`config.mk`:
```
export PLATFORM = sky130hd
export DESIGN_NAME = fpalu_mac_seq
export DESIGN_NICKNAME = d
export VERILOG_FILES = /design/src/rtl/fpalu_mac_seq.sv
export SDC_FILE = /design/constraint.sdc
export NUM_CORES = 1
export LEC_CHECK = 0
export BUFFER_PORTS_ARGS = -buffer_cell sky130_fd_sc_hd__buf_2
export CAP_MARGIN = 0
export CORE_MARGIN = 1.5
export CORE_UTILIZATION = 25
export CTS_CLUSTER_SIZE = 10
export DETAILED_ROUTE_END_ITERATION = 6
export PLACE_DENSITY = 0.5
export SLEW_MARGIN = 10
export SYNTH_ARGS = -nofsm -noshare
export SYNTH_HDL_FRONTEND = slang
export SYNTH_SLANG_ARGS = --single-unit
```
`constraint.sdc`:
```
create_clock -name clk -period 2.3 [get_ports clk]
set_clock_uncertainty 0.15 [all_clocks]
set_input_delay 0.115 -clock clk [delete_from_list [all_inputs] [get_ports clk]]
set_output_delay 0.115 -clock clk [all_outputs]
set_load 0.005 [all_outputs]
```
`src/rtl/fpalu_mac_seq.sv`:
```
// rtl/fpalu_mac_seq.sv - FP16 dot-product sequencer time-sharing one FPALU for MUL16i/ADD29i
module fpalu_mac_seq #(
  parameter int ALU_LAT  = 1,
  parameter int MAX_TAPS = 64
) (
  input  logic        clk,
  input  logic        rst,
  input  logic        start,
  input  logic [6:0]  taps,
  input  logic [8:0]  dbase,
  output logic        busy,
  output logic        done,
  output logic        res_sgn,
  output logic [5:0]  res_exp,
  output logic [21:0] res_man,
  output logic [5:0]  caddr,
  input  logic [15:0] cin,
  output logic [8:0]  daddr,
  input  logic [15:0] din,
  output logic [1:0]  alu_opcode,
  output logic        alu_a_sgn,
  output logic [5:0]  alu_a_exp,
  output logic [21:0] alu_a_man,
  output logic        alu_b_sgn,
  output logic [5:0]  alu_b_exp,
  output logic [21:0] alu_b_man,
  input  logic        alu_y_sgn,
  input  logic [5:0]  alu_y_exp,
  input  logic [21:0] alu_y_man
);

  localparam int WW = (ALU_LAT < 1) ? 1 : $clog2(ALU_LAT + 1);
  localparam logic [WW-1:0] LAT_W = WW'(ALU_LAT);
  localparam logic [6:0]    MAX_N = 7'(MAX_TAPS);

  localparam logic [1:0] S_IDLE = 2'd0;
  localparam logic [1:0] S_MUL  = 2'd1;
  localparam logic [1:0] S_ADD  = 2'd2;
  localparam logic [1:0] S_DONE = 2'd3;

  localparam logic [1:0] OP_IDLE = 2'b00;
  localparam logic [1:0] OP_MUL  = 2'b10;
  localparam logic [1:0] OP_ADD  = 2'b11;

  logic [1:0]    state_q, state_d;
  logic [5:0]    k_q, k_d;
  logic [6:0]    n_q, n_d;
  logic [WW-1:0] wcnt_q, wcnt_d;
  logic [28:0]   prod_q, prod_d;
  logic [28:0]   acc_q, acc_d;
  logic [28:0]   res_q, res_d;
  logic [5:0]    caddr_q, caddr_d;
  logic [8:0]    daddr_q, daddr_d;

  logic [28:0] y;
  logic [28:0] op_a;
  logic [28:0] op_b;

  assign y = {alu_y_sgn, alu_y_exp, alu_y_man};

  // Unified operand: no hidden bit, the ALU owns number semantics.
  function automatic logic [28:0] expand(input logic [15:0] w);
    return {w[15], 1'b0, w[14:10], 12'b0, w[9:0]};
  endfunction

  always_comb begin
    state_d = state_q;
    k_d     = k_q;
    n_d     = n_q;
    wcnt_d  = wcnt_q;
    prod_d  = prod_q;
    acc_d   = acc_q;
    res_d   = res_q;
    caddr_d = caddr_q;
    daddr_d = daddr_q;
    case (state_q)
      S_IDLE: begin
        if (start) begin
          n_d     = (taps > MAX_N) ? MAX_N : taps;
          caddr_d = 6'd0;
          daddr_d = dbase;
          k_d     = 6'd0;
          acc_d   = 29'd0;
          wcnt_d  = '0;
          state_d = (taps == 7'd0) ? S_DONE : S_MUL;
        end
      end
      S_MUL: begin
        if (wcnt_q == LAT_W) begin
          prod_d  = y;
          wcnt_d  = '0;
          state_d = S_ADD;
        end else begin
          wcnt_d = wcnt_q + WW'(1);
        end
      end
      S_ADD: begin
        if (wcnt_q == LAT_W) begin
          acc_d  = y;
          wcnt_d = '0;
          if ({1'b0, k_q} == n_q - 7'd1) begin
            state_d = S_DONE;
          end else begin
            k_d     = k_q + 6'd1;
            caddr_d = caddr_q + 6'd1;
            daddr_d = daddr_q + 9'd1;
            state_d = S_MUL;
          end
        end else begin
          wcnt_d = wcnt_q + WW'(1);
        end
      end
      default: begin
        res_d   = acc_q;
        state_d = S_IDLE;
      end
    endcase
  end

  // MUL operands pass straight through from the asynchronous memory reads.
  always_comb begin
    alu_opcode = OP_IDLE;
    op_a       = 29'd0;
    op_b       = 29'd0;
    case (state_q)
      S_MUL: begin
        alu_opcode = OP_MUL;
        op_a       = expand(din);
        op_b       = expand(cin);
      end
      S_ADD: begin
        alu_opcode = OP_ADD;
        op_a       = acc_q;
        op_b       = prod_q;
      end
      default: begin
        alu_opcode = OP_IDLE;
      end
    endcase
  end

  always_ff @(posedge clk) begin
    if (rst) begin
      state_q <= S_IDLE;
      k_q     <= 6'd0;
      n_q     <= 7'd0;
      wcnt_q  <= '0;
      prod_q  <= 29'd0;
      acc_q   <= 29'd0;
      res_q   <= 29'd0;
      caddr_q <= 6'd0;
      daddr_q <= 9'd0;
    end else begin
      state_q <= state_d;
      k_q     <= k_d;
      n_q     <= n_d;
      wcnt_q  <= wcnt_d;
      prod_q  <= prod_d;
      acc_q   <= acc_d;
      res_q   <= res_d;
      caddr_q <= caddr_d;
      daddr_q <= daddr_d;
    end
  end

  assign busy      = (state_q != S_IDLE);
  assign done      = (state_q == S_DONE);
  assign caddr     = caddr_q;
  assign daddr     = daddr_q;
  assign res_sgn   = res_q[28];
  assign res_exp   = res_q[27:22];
  assign res_man   = res_q[21:0];
  assign alu_a_sgn = op_a[28];
  assign alu_a_exp = op_a[27:22];
  assign alu_a_man = op_a[21:0];
  assign alu_b_sgn = op_b[28];
  assign alu_b_exp = op_b[27:22];
  assign alu_b_man = op_b[21:0];

endmodule

```
==> impl_metrics.py, run 1 <==
metrics = {
    "routing": {
        "wirelength_um": 18500,
        "vias_per_cell": 4.74,
        "vias": 5651,
        "wl_per_cell_um": 15.5,
        "antenna_left": 0,
        "drtPass1Iterations": 5,
        "route.detailed.drc": 0,
        "first_iter_violations": 281,
    },
    "clock_tree": {
        "clk_latency_ns": 0.41,
        "htree_levels": 4,
        "cts.reportedPaths.clkPinSlew_ns": 0.05,
        "cts.sinks": 118,
        "cts-root-buf": "clkbuf_16",
        "clockBufferDepth": 2,
        "cts_tree": "yes",
        "numCtsBuffers": 17,
    },
    "setup_path": {
        "max_stage_delay_ns": 0.47,
        "critPathArrivalTime_ns": 2.46,
        "path_class": "flop to flop",
        "crit_chain": "inv_2 > ha_4 > and2_4 > or4b_4 > a221o_2 > buf_6 > buf_12 > a31oi_1 > a211oi_1",
        "critPathRequiredTime_ns": 2.42,
        "cp_top_family": "compound AO/OA/AOI/OAI gates",
        "worstSetupStartpointType": "flop",
        "path_buf_inv": 3,
        "critPathCaptureType": "flop",
        "critical_path.max_fanout": 5,
        "critical-path-slowest-cell": "or4b_4",
    },
    "sta": {
        "rsz0062_at_grt": "yes",
        "hold_violations": 0,
        "worst_hold_slack_ns": 0.0608,
        "worst_slew_pin_slew_ns": 0.596,
        "min_period_ns": 2.34,
        "finalCritPeriodShare": 1.02,
        "finalSetupViolCount": 4,
        "layout_setup_ws_ns": -0.0382,
        "slew_viol_final": 0,
        "fmax_mhz": 428,
        "setup_tns_ns": -0.0649,
        "relSlewSlack": 0.603,
    },
    "logic_synthesis": {
        "synth_area_leader_cell": "dfxtp_1",
        "synthArstFlopShare": 0,
        "yosysWarnings": 0,
        "syn-num-nets": 750,
        "syn_avg_cell_area_sq_um": 8.40,
        "synthTopCellsByArea": "dfxtp_1 43%, a22oi_1 8.3%, nand2_1 5.5%",
        "synth-seq-cells": 118,
        "ys.flop_type": "dfxtp_1",
        "synth_seq_area_share": 0.426,
        "syn_inst": 661,
        "synth_edf_count": 0,
        "synthDistinctLibCells": 54,
        "syn-cell-area_sq_um": 5550,
        "yosysTopAreaCellShare": 0.426,
    },
    "global_routing": {
        "grt_pass1_wl_um": 29700,
        "grt_use_total": 0.159,
        "antenna_found_initial": 0,
        "grt_pass1_vias": 5538,
        "overflow": 0,
        "grt_max_degree": 112,
    },
    "layout": {
        "seqCellArea_sq_um": 2360,
        "multi_input_area_sq_um": 3040,
        "layout_common_cells": "184 x buf_2, 116 x dfxtp_1, 79 x nand2_1",
        "synthToLayoutAreaGrowth_pct": 47.5,
        "fillers": 2309,
        "antenna-diode-count": 0,
        "final_common_cell": "buf_2",
        "fin_cells": 1193,
        "nNetsFinal": 989,
        "final_layout_size_suffix_gt1_frac": 0.318,
    },
    "die": {
        "core_sq_um": 21800,
        "num_io_pins": 186,
        "core.rowCount": 54,
        "initial_core_util": 0.254,
        "die-area_sq_um": 23100,
        "die_y_um": 152,
        "die_w_um": 152,
    },
    "placed_design": {
        "io_buffers": 185,
        "dp.cells": 1106,
        "dp_hpwl_um": 12500,
        "gp_congestion": 0.753,
    },
    "run": {
        "drv_cap": 0,
    },
    "min_path": {
        "worstHoldPathType": "input port to flop",
    },
    "outcome": {
        "status": "finished, violations left",
        "violations": "setup timing",
    },
    "pwr": {
        "power_leakage_nw": 3.38,
        "ir_drop_mv": 0.511,
        "p_per_area_nw_per_um2": 867,
    },
}
==> layer usage <==
| metal | track usage | wire length [um] |
|---|---|---|
| met5 | 0 | 0 |
| met4 | 0.0421 | 158 |
| met3 | 0.0456 | 886 |
| met2 | 0.267 | 9210 |
| met1 | 0.200 | 8290 |
==> cells in the mapped netlist, types with 2 or more instances <==
cell,n
a31oi_1,4
nor4_1,2
clkbuf_1,39
nand2_1,82
a22oi_1,61
or2_2,3
buf_6,2
o211ai_1,4
and3_1,2
a32o_1,11
nor3_1,11
xor2_1,3
ha_1,9
a211oi_1,5
nand4_1,4
nor3b_1,9
nand2b_1,3
o2bb2ai_1,3
o21ai_0,8
inv_1,7
buf_1,10
a21oi_1,58
and2_1,28
xnor2_1,3
nor2b_1,32
dfxtp_1,118
mux2i_1,30
nor2_1,77
nand3_1,8
==> kinds of logic (layout without fill, tap and decap cells) <==
logic type | count (synthesis) | count (layout) | synth area share
xor+xnor | 6 | 6 | 0.00947
compound gates | 168 | 168 | 0.211
mux | 30 | 30 | 0.0541
buf+inv | 61 | 313 | 0.0449
flops | 118 | 118 | 0.426
simple gates | 269 | 269 | 0.235
fa+ha+maj | 9 | 9 | 0.0203
==> where the power goes <==
part	internal [W]	switching, W
clock network	0.00156	0.000971
logic	0.000951	0.00131
registers	0.00217	0.000139
==> worst paths after layout <==
path,start,to,slack (ns),cells after the start
setup / recovery,n_q[0],daddr[5],-0.04,9
setup reg to reg,n_q[0],daddr[5],-0.04,9
hold / removal,taps[2],n_q[2],0.06,4
hold reg to reg,prod_q[17],prod_q[17],0.30,2
==> worst reg2reg max path, stage by stage, from the launching register on <==
cell      delay (ns)
dfxtp_2         0.32
inv_2           0.06
ha_4            0.15
and2_4          0.14
or4b_4          0.47
a221o_2         0.43
buf_6           0.14
buf_12          0.12
a31oi_1         0.16
a211oi_1        0.06
==> metrics by stage <==
stage	power [W]	utilization	area [sq um]	worst slack [ns]
floorplan	0.00365	-	5550	0.0130
global placement	0.00447	0.317	6930	-0.133
detailed placement	0.00447	0.317	6930	-0.128
CTS	0.00712	0.370	8060	-0.0227
global route	0.00753	0.375	8190	-0.113
finish	0.00710	0.375	8190	-0.0382
==> registers in the layout, summed over array words and instances (netlist names) <==
name     flops
wcnt_q       1
acc_q       29
res_q       29
state_q      2
daddr        9
k_q          6
caddr        6
prod_q      29
n_q          7
==> layout make-up <==
| type | count | share of cell area |
|---|---|---|
| multi-input cells | 482 | 0.371 |
| flip-flops and latches | 118 | 0.289 |
| repair buffers | 273 | 0.224 |
| clock buffers | 20 | 0.0570 |
| well taps | 280 | 0.0428 |
| clock inverters | 12 | 0.0127 |
| inverters | 8 | 0.00367 |
==> what timing repair did <==
action / in CTS / in global routing
cloned: 1 / 0
resized for setup: 11 / 22
endpoints found under the setup margin: 19 / 29
pin swaps: 3 / 13
hold buffers: 47 / 0
setup buffers: 2 / 5
endpoints found under the hold margin: 79 / 0
Note: power is estimated with default switching activity, not from simulation.
==> run 2: changes to the inputs <==
Settings changed: SKIP_LAST_GASP set to 1.
==> run 2 against run 1 <==
  * The run still ends with setup timing left
  * Global-route usage unchanged
  * Core utilization decreased by 0.063 points
  * Sequential power about the same
  * First-iteration DRC count increased by 4.3%
  * Sequential cell count unchanged
  * Hold slack about the same
  * Clock-buffer cell count unchanged
  * Critical path type unchanged
==> impl_metrics.py, run 2 (synthesis gave the netlist of run 1 again) <==
metrics = {
    "sta": {
        "finalSetupViolCount": 2,
        "hold_violations": 0,
        "min_period_ns": 2.33,
        "finalCritPeriodShare": 1.01,
        "layout_setup_ws_ns": -0.0284,
        "fmax_mhz": 429,
        "relSlewSlack": 0.599,
        "worst_slew_pin_slew_ns": 0.601,
        "rsz0062_at_grt": "yes",
        "slew_viol_final": 0,
    },
    "layout": {
        "reg.largest.list": "acc_q: 29 flops, prod_q: 29 flops, res_q: 29 flops",
        "final_layout_size_suffix_gt1_frac": 0.317,
        "nNetsFinal": 989,
        "synthToLayoutAreaGrowth_pct": 47.3,
        "layout_common_cells": "184 x buf_2, 116 x dfxtp_1, 80 x nand2_1",
        "final_common_cell": "buf_2",
        "antenna-diode-count": 0,
        "finish.utilization": 0.375,
    },
    "clock_tree": {
        "cts_tree": "yes",
        "cts-root-buf": "clkbuf_16",
        "clockBufferDepth": 2,
        "cts.reportedPaths.clkPinSlew_ns": 0.05,
        "clk_latency_ns": 0.41,
        "cts.sinks": 118,
        "numCtsBuffers": 17,
        "htree_levels": 4,
    },
    "run": {
        "drv_cap": 0,
    },
    "routing": {
        "vias_per_cell": 4.74,
        "route.detailed.drc": 0,
        "vias": 5652,
        "drtPass1Iterations": 5,
        "wirelength_um": 18500,
        "antenna_left": 0,
        "first_iter_violations": 293,
        "wl_per_cell_um": 15.5,
    },
    "setup_path": {
        "worstSetupStartpointType": "flop",
        "critPathRequiredTime_ns": 2.42,
        "critPathCaptureType": "flop",
        "critical-path-slowest-cell": "or4b_4",
        "critical_path.max_fanout": 5,
        "reg2reg_slack_ns": -0.03,
        "max_stage_delay_ns": 0.47,
        "crit_chain": "inv_2 > ha_4 > and2_4 > or4b_4 > a221o_2 > buf_6 > buf_12 > a31oi_1 > a211oi_1",
        "critPathArrivalTime_ns": 2.45,
        "path_class": "flop to flop",
    },
    "global_routing": {
        "grt_use_total": 0.159,
        "grt_pass1_vias": 5538,
        "overflow": 0,
        "grt_max_degree": 112,
        "grt_pass1_wl_um": 29700,
        "antenna_found_initial": 0,
    },
    "min_path": {
        "worstHoldPathType": "input port to flop",
    },
    "die": {
        "die-area_sq_um": 23100,
        "core.rowCount": 54,
        "die_y_um": 152,
        "core_sq_um": 21800,
        "die_w_um": 152,
        "num_io_pins": 186,
        "initial_core_util": 0.254,
    },
    "outcome": {
        "status": "finished, violations left",
        "violations": "setup timing",
    },
    "placed_design": {
        "io_buffers": 185,
        "gp_congestion": 0.753,
        "dp_hpwl_um": 12500,
    },
    "pwr": {
        "power.total_w": 0.00709,
        "p_per_area_nw_per_um2": 867,
        "power_leakage_nw": 3.38,
        "ir_drop_mv": 0.511,
    },
}
-- run 2: layer usage --
metal	track usage	vias up	share of wire
met3	0.0456	14	0.046
met2	0.267	116	0.49
met1	0.200	2714	0.45
met5	0	-	0
met4	0.0421	0	0.0085
li1	-	2808	-
-- run 2: power by group --
part           switching, W  internal [W]  leakage, nW  total (W)
Clock              0.000972       0.00156        0.266    0.00253
Sequential         0.000139       0.00217        0.954    0.00231
Combinational       0.00130      0.000945         2.16    0.00225
Total               0.00241       0.00468         3.38    0.00709
-- run 2: worst max-delay path: cells and delay by family (launching register included) --
family	cells	cell delay, ns
AOI/OAI and AO/OA	3	0.64
and+or+nand+nor	2	0.60
DFF	1	0.32
buffers and inverters	3	0.32
adders and majority gates	1	0.15
-- run 2: path summary, 6_finish.rpt --
check / start / depth (start not counted) / endpoint
max: n_q[0] / 9 / daddr[5]
max reg2reg: n_q[0] / 9 / daddr[5]
min: taps[2] / 4 / n_q[2]
min reg2reg: prod_q[17] / 2 / prod_q[17]
-- run 2: layout make-up --
| type | count | area [sq um] |
|---|---|---|
| clock buffer | 20 | 467 |
| clock inverter | 12 | 104 |
| fill | 2308 | 13600 |
| inverter | 8 | 30.0 |
| multi-input combinational | 482 | 3040 |
| sequential | 118 | 2360 |
| tap | 280 | 350 |
| timing repair buffer | 273 | 1820 |
-- run 2: through the flow --
| step | TNS (ns) | worst slack, ns | std cells | hold WS (ns) | cell area, sq um |
|---|---|---|---|---|---|
| floorplan | 0 | 0.0130 | 661 | 0.101 | 5550 |
| global placement | -2.01 | -0.133 | 1106 | 0.218 | 6930 |
| detailed placement | -1.94 | -0.128 | 1106 | 0.219 | 6930 |
| CTS | -0.0648 | -0.0227 | 1188 | 0.0140 | 8060 |
| global route | -1.29 | -0.112 | 1193 | 0.0561 | 8170 |
| finish | -0.0377 | -0.0284 | 1193 | 0.0612 | 8170 |
-- run 2: what timing repair did --
item,CTS,global route
buffers inserted,2,5
endpoints found under the setup margin,19,29
resized for setup,11,17
hold endpoints to repair,79,0
pin swaps,3,13
hold buffers,47,0
gates cloned,1,0
==> run 3: changes to the inputs <==
Settings changed: PLACE_DENSITY 0.5 to 0.48.
Clock period 2.3 ns to 2.55 ns, I/O delays scaled along.
==> run 3 against run 2 <==
  * The flow now finishes without violations
  * Cell count decreased by 1.8%
  * Routed wire length decreased by 2.3%
  * Fmax decreased by 1.3%
  * Die area unchanged
  * Combinational power decreased by 16%
  * Sequential cell count unchanged
  * First-iteration DRC count unchanged
  * Register-to-register slack improved by 0.22 ns
  * Critical path type unchanged
  * Largest power group unchanged
==> impl_metrics.py, run 3 (synthesis gave the netlist of run 1 again) <==
metrics = {
    "pwr": {
        "combPwrFrac": 0.300,
        "sequentialPowerShare": 0.330,
        "p_int_w": 0.00419,
        "ir_drop_mv": 0.395,
        "clkPwrFrac": 0.370,
        "p_sw_w": 0.00214,
        "p_sw_frac": 0.338,
        "power_leakage_nw": 3.23,
        "p_per_area_nw_per_um2": 805,
    },
    "layout": {
        "antenna-diode-count": 0,
        "final_common_cell": "buf_2",
        "fillers": 2318,
        "reg.largest.list": "acc_q: 29 flops, prod_q: 29 flops, res_q: 29 flops",
        "multi_input_area_sq_um": 2950,
        "synthToLayoutAreaGrowth_pct": 41.6,
        "final_layout_size_suffix_gt1_frac": 0.279,
        "finish.utilization": 0.360,
        "seqCellArea_sq_um": 2360,
        "layout_common_cells": "184 x buf_2, 118 x dfxtp_1, 82 x nand2_1",
        "nNetsFinal": 968,
    },
    "setup_path": {
        "startpoint": "n_q[0]",
        "worstSetupEndpoint": "daddr[5]",
        "cp_top_family": "compound AO/OA/AOI/OAI gates",
        "cp.depth": 9,
        "critPathArrivalTime_ns": 2.47,
        "crit_chain": "inv_1 > ha_2 > o21bai_1 > a2111oi_2 > a311oi_2 > a221o_1 > buf_12 > a31oi_1 > a211oi_1",
        "path_class": "flop to flop",
        "reg2regPathDepth": 9,
        "critical_path.max_fanout": 18,
        "worstSetupStartpointType": "flop",
        "critPathCaptureType": "flop",
        "timing.rr.start": "n_q[0]",
        "regToRegEndpoint": "daddr[5]",
        "path_buf_inv": 2,
        "reg2reg_slack_ns": 0.19,
        "critical-path-slowest-cell": "a221o_1",
        "max_stage_delay_ns": 0.42,
        "critPathRequiredTime_ns": 2.66,
    },
    "clock_tree": {
        "clk_latency_ns": 0.41,
        "numCtsBuffers": 17,
        "clockBufferDepth": 2,
        "cts.sinks": 118,
        "cts-root-buf": "clkbuf_16",
        "htree_levels": 4,
        "cts.reportedPaths.clkPinSlew_ns": 0.06,
        "cts_tree": "yes",
    },
    "sta": {
        "rsz0062_at_grt": "no",
        "finalCritPeriodShare": 0.925,
        "slew_viol_final": 0,
        "worst_slew_pin_slew_ns": 0.731,
        "fmax_mhz": 424,
        "setup_tns_ns": 0,
        "finalSetupViolCount": 0,
        "relSlewSlack": 0.513,
        "min_period_ns": 2.36,
        "hold_violations": 0,
    },
    "global_routing": {
        "grt_pass1_vias": 5416,
        "grt_pass1_wl_um": 29200,
        "overflow": 0,
        "antenna_found_initial": 0,
        "grt_max_degree": 65,
        "grt_use_total": 0.155,
    },
    "die": {
        "initial_core_util": 0.254,
        "num_io_pins": 186,
        "core_sq_um": 21800,
        "die_w_um": 152,
        "core.rowCount": 54,
        "die-area_sq_um": 23100,
        "die_y_um": 152,
    },
    "routing": {
        "vias_per_cell": 4.75,
        "route.detailed.drc": 0,
        "wirelength_um": 18100,
        "first_iter_violations": 293,
        "drtPass1Iterations": 4,
        "vias": 5572,
        "antenna_left": 0,
        "wl_per_cell_um": 15.4,
    },
    "min_path": {
        "hold_start": "taps[0]",
        "worstHoldPathType": "input port to flop",
    },
    "outcome": {
        "status": "completed",
    },
    "placed_design": {
        "io_buffers": 185,
        "dp_hpwl_um": 12200,
        "gp_congestion": 0.747,
    },
    "run": {
        "drv_cap": 0,
    },
}
[run 3: timing repair]
item,in CTS,in global routing
setup endpoints to repair,0,29
hold endpoints to repair,74,0
hold buffers,47,0
setup buffers,0,1
gates resized for setup,0,3
[run 3: power groups by stage]
stage | clock, W | sequential [W] | combinational, W
after floorplan | 0 | 0.00210 | 0.00119
after global placement | 0 | 0.00213 | 0.00185
after detailed placement | 0 | 0.00213 | 0.00185
after CTS | 0.00241 | 0.00209 | 0.00192
after global routing | 0.00249 | 0.00211 | 0.00212
final | 0.00234 | 0.00209 | 0.00190
[run 3: per-stage QoR]
step	hold slack, ns	setup slack [ns]	area, sq um	cells	total power (W)
2_1_floorplan	0.113	0.122	5550	661	0.00329
3_3_place_gp	0.229	0.101	6800	1092	0.00398
3_5_place_dp	0.236	0.0386	6800	1092	0.00398
4_1_cts	0.0120	0.0492	7840	1171	0.00642
5_1_grt	0.0918	0.0369	7860	1172	0.00671
6_report	0.0362	0.191	7860	1172	0.00633
[run 3: worst min-delay path, delay by kind of cell]
| family | cells | cell delay (ns) |
|---|---|---|
| simple gates | 2 | 0.18 |
| compound gates | 1 | 0.13 |
| buf+inv | 1 | 0.10 |
[run 3: how the worst min path moves through the flow]
stage | depth (start not counted) | slack (ns) | end
global placement | 3 | 0.23 | acc_q[5]
CTS | 4 | 0.01 | n_q[0]
detailed placement | 3 | 0.24 | prod_q[5]
floorplan | 2 | 0.11 | prod_q[10]
finish | 4 | 0.04 | n_q[0]
global route | 4 | 0.09 | n_q[0]
[run 3: layer usage]
metal | global-route usage | up-vias | wire length [um]
li1 | - | 2774 | -
met1 | 0.198 | 2657 | 8400
met2 | 0.256 | 125 | 8550
met3 | 0.0448 | 16 | 918
met4 | 0.0411 | 0 | 210
met5 | 0 | - | 0
[run 3: area by class of cell]
cell class,count,share of cell area
repair buffers,252,0.203
well taps,280,0.0446
clock inverters,11,0.0162
clock buffers,21,0.0573
multi-input cells,482,0.375
inverters,8,0.00382
flip-flops and latches,118,0.300
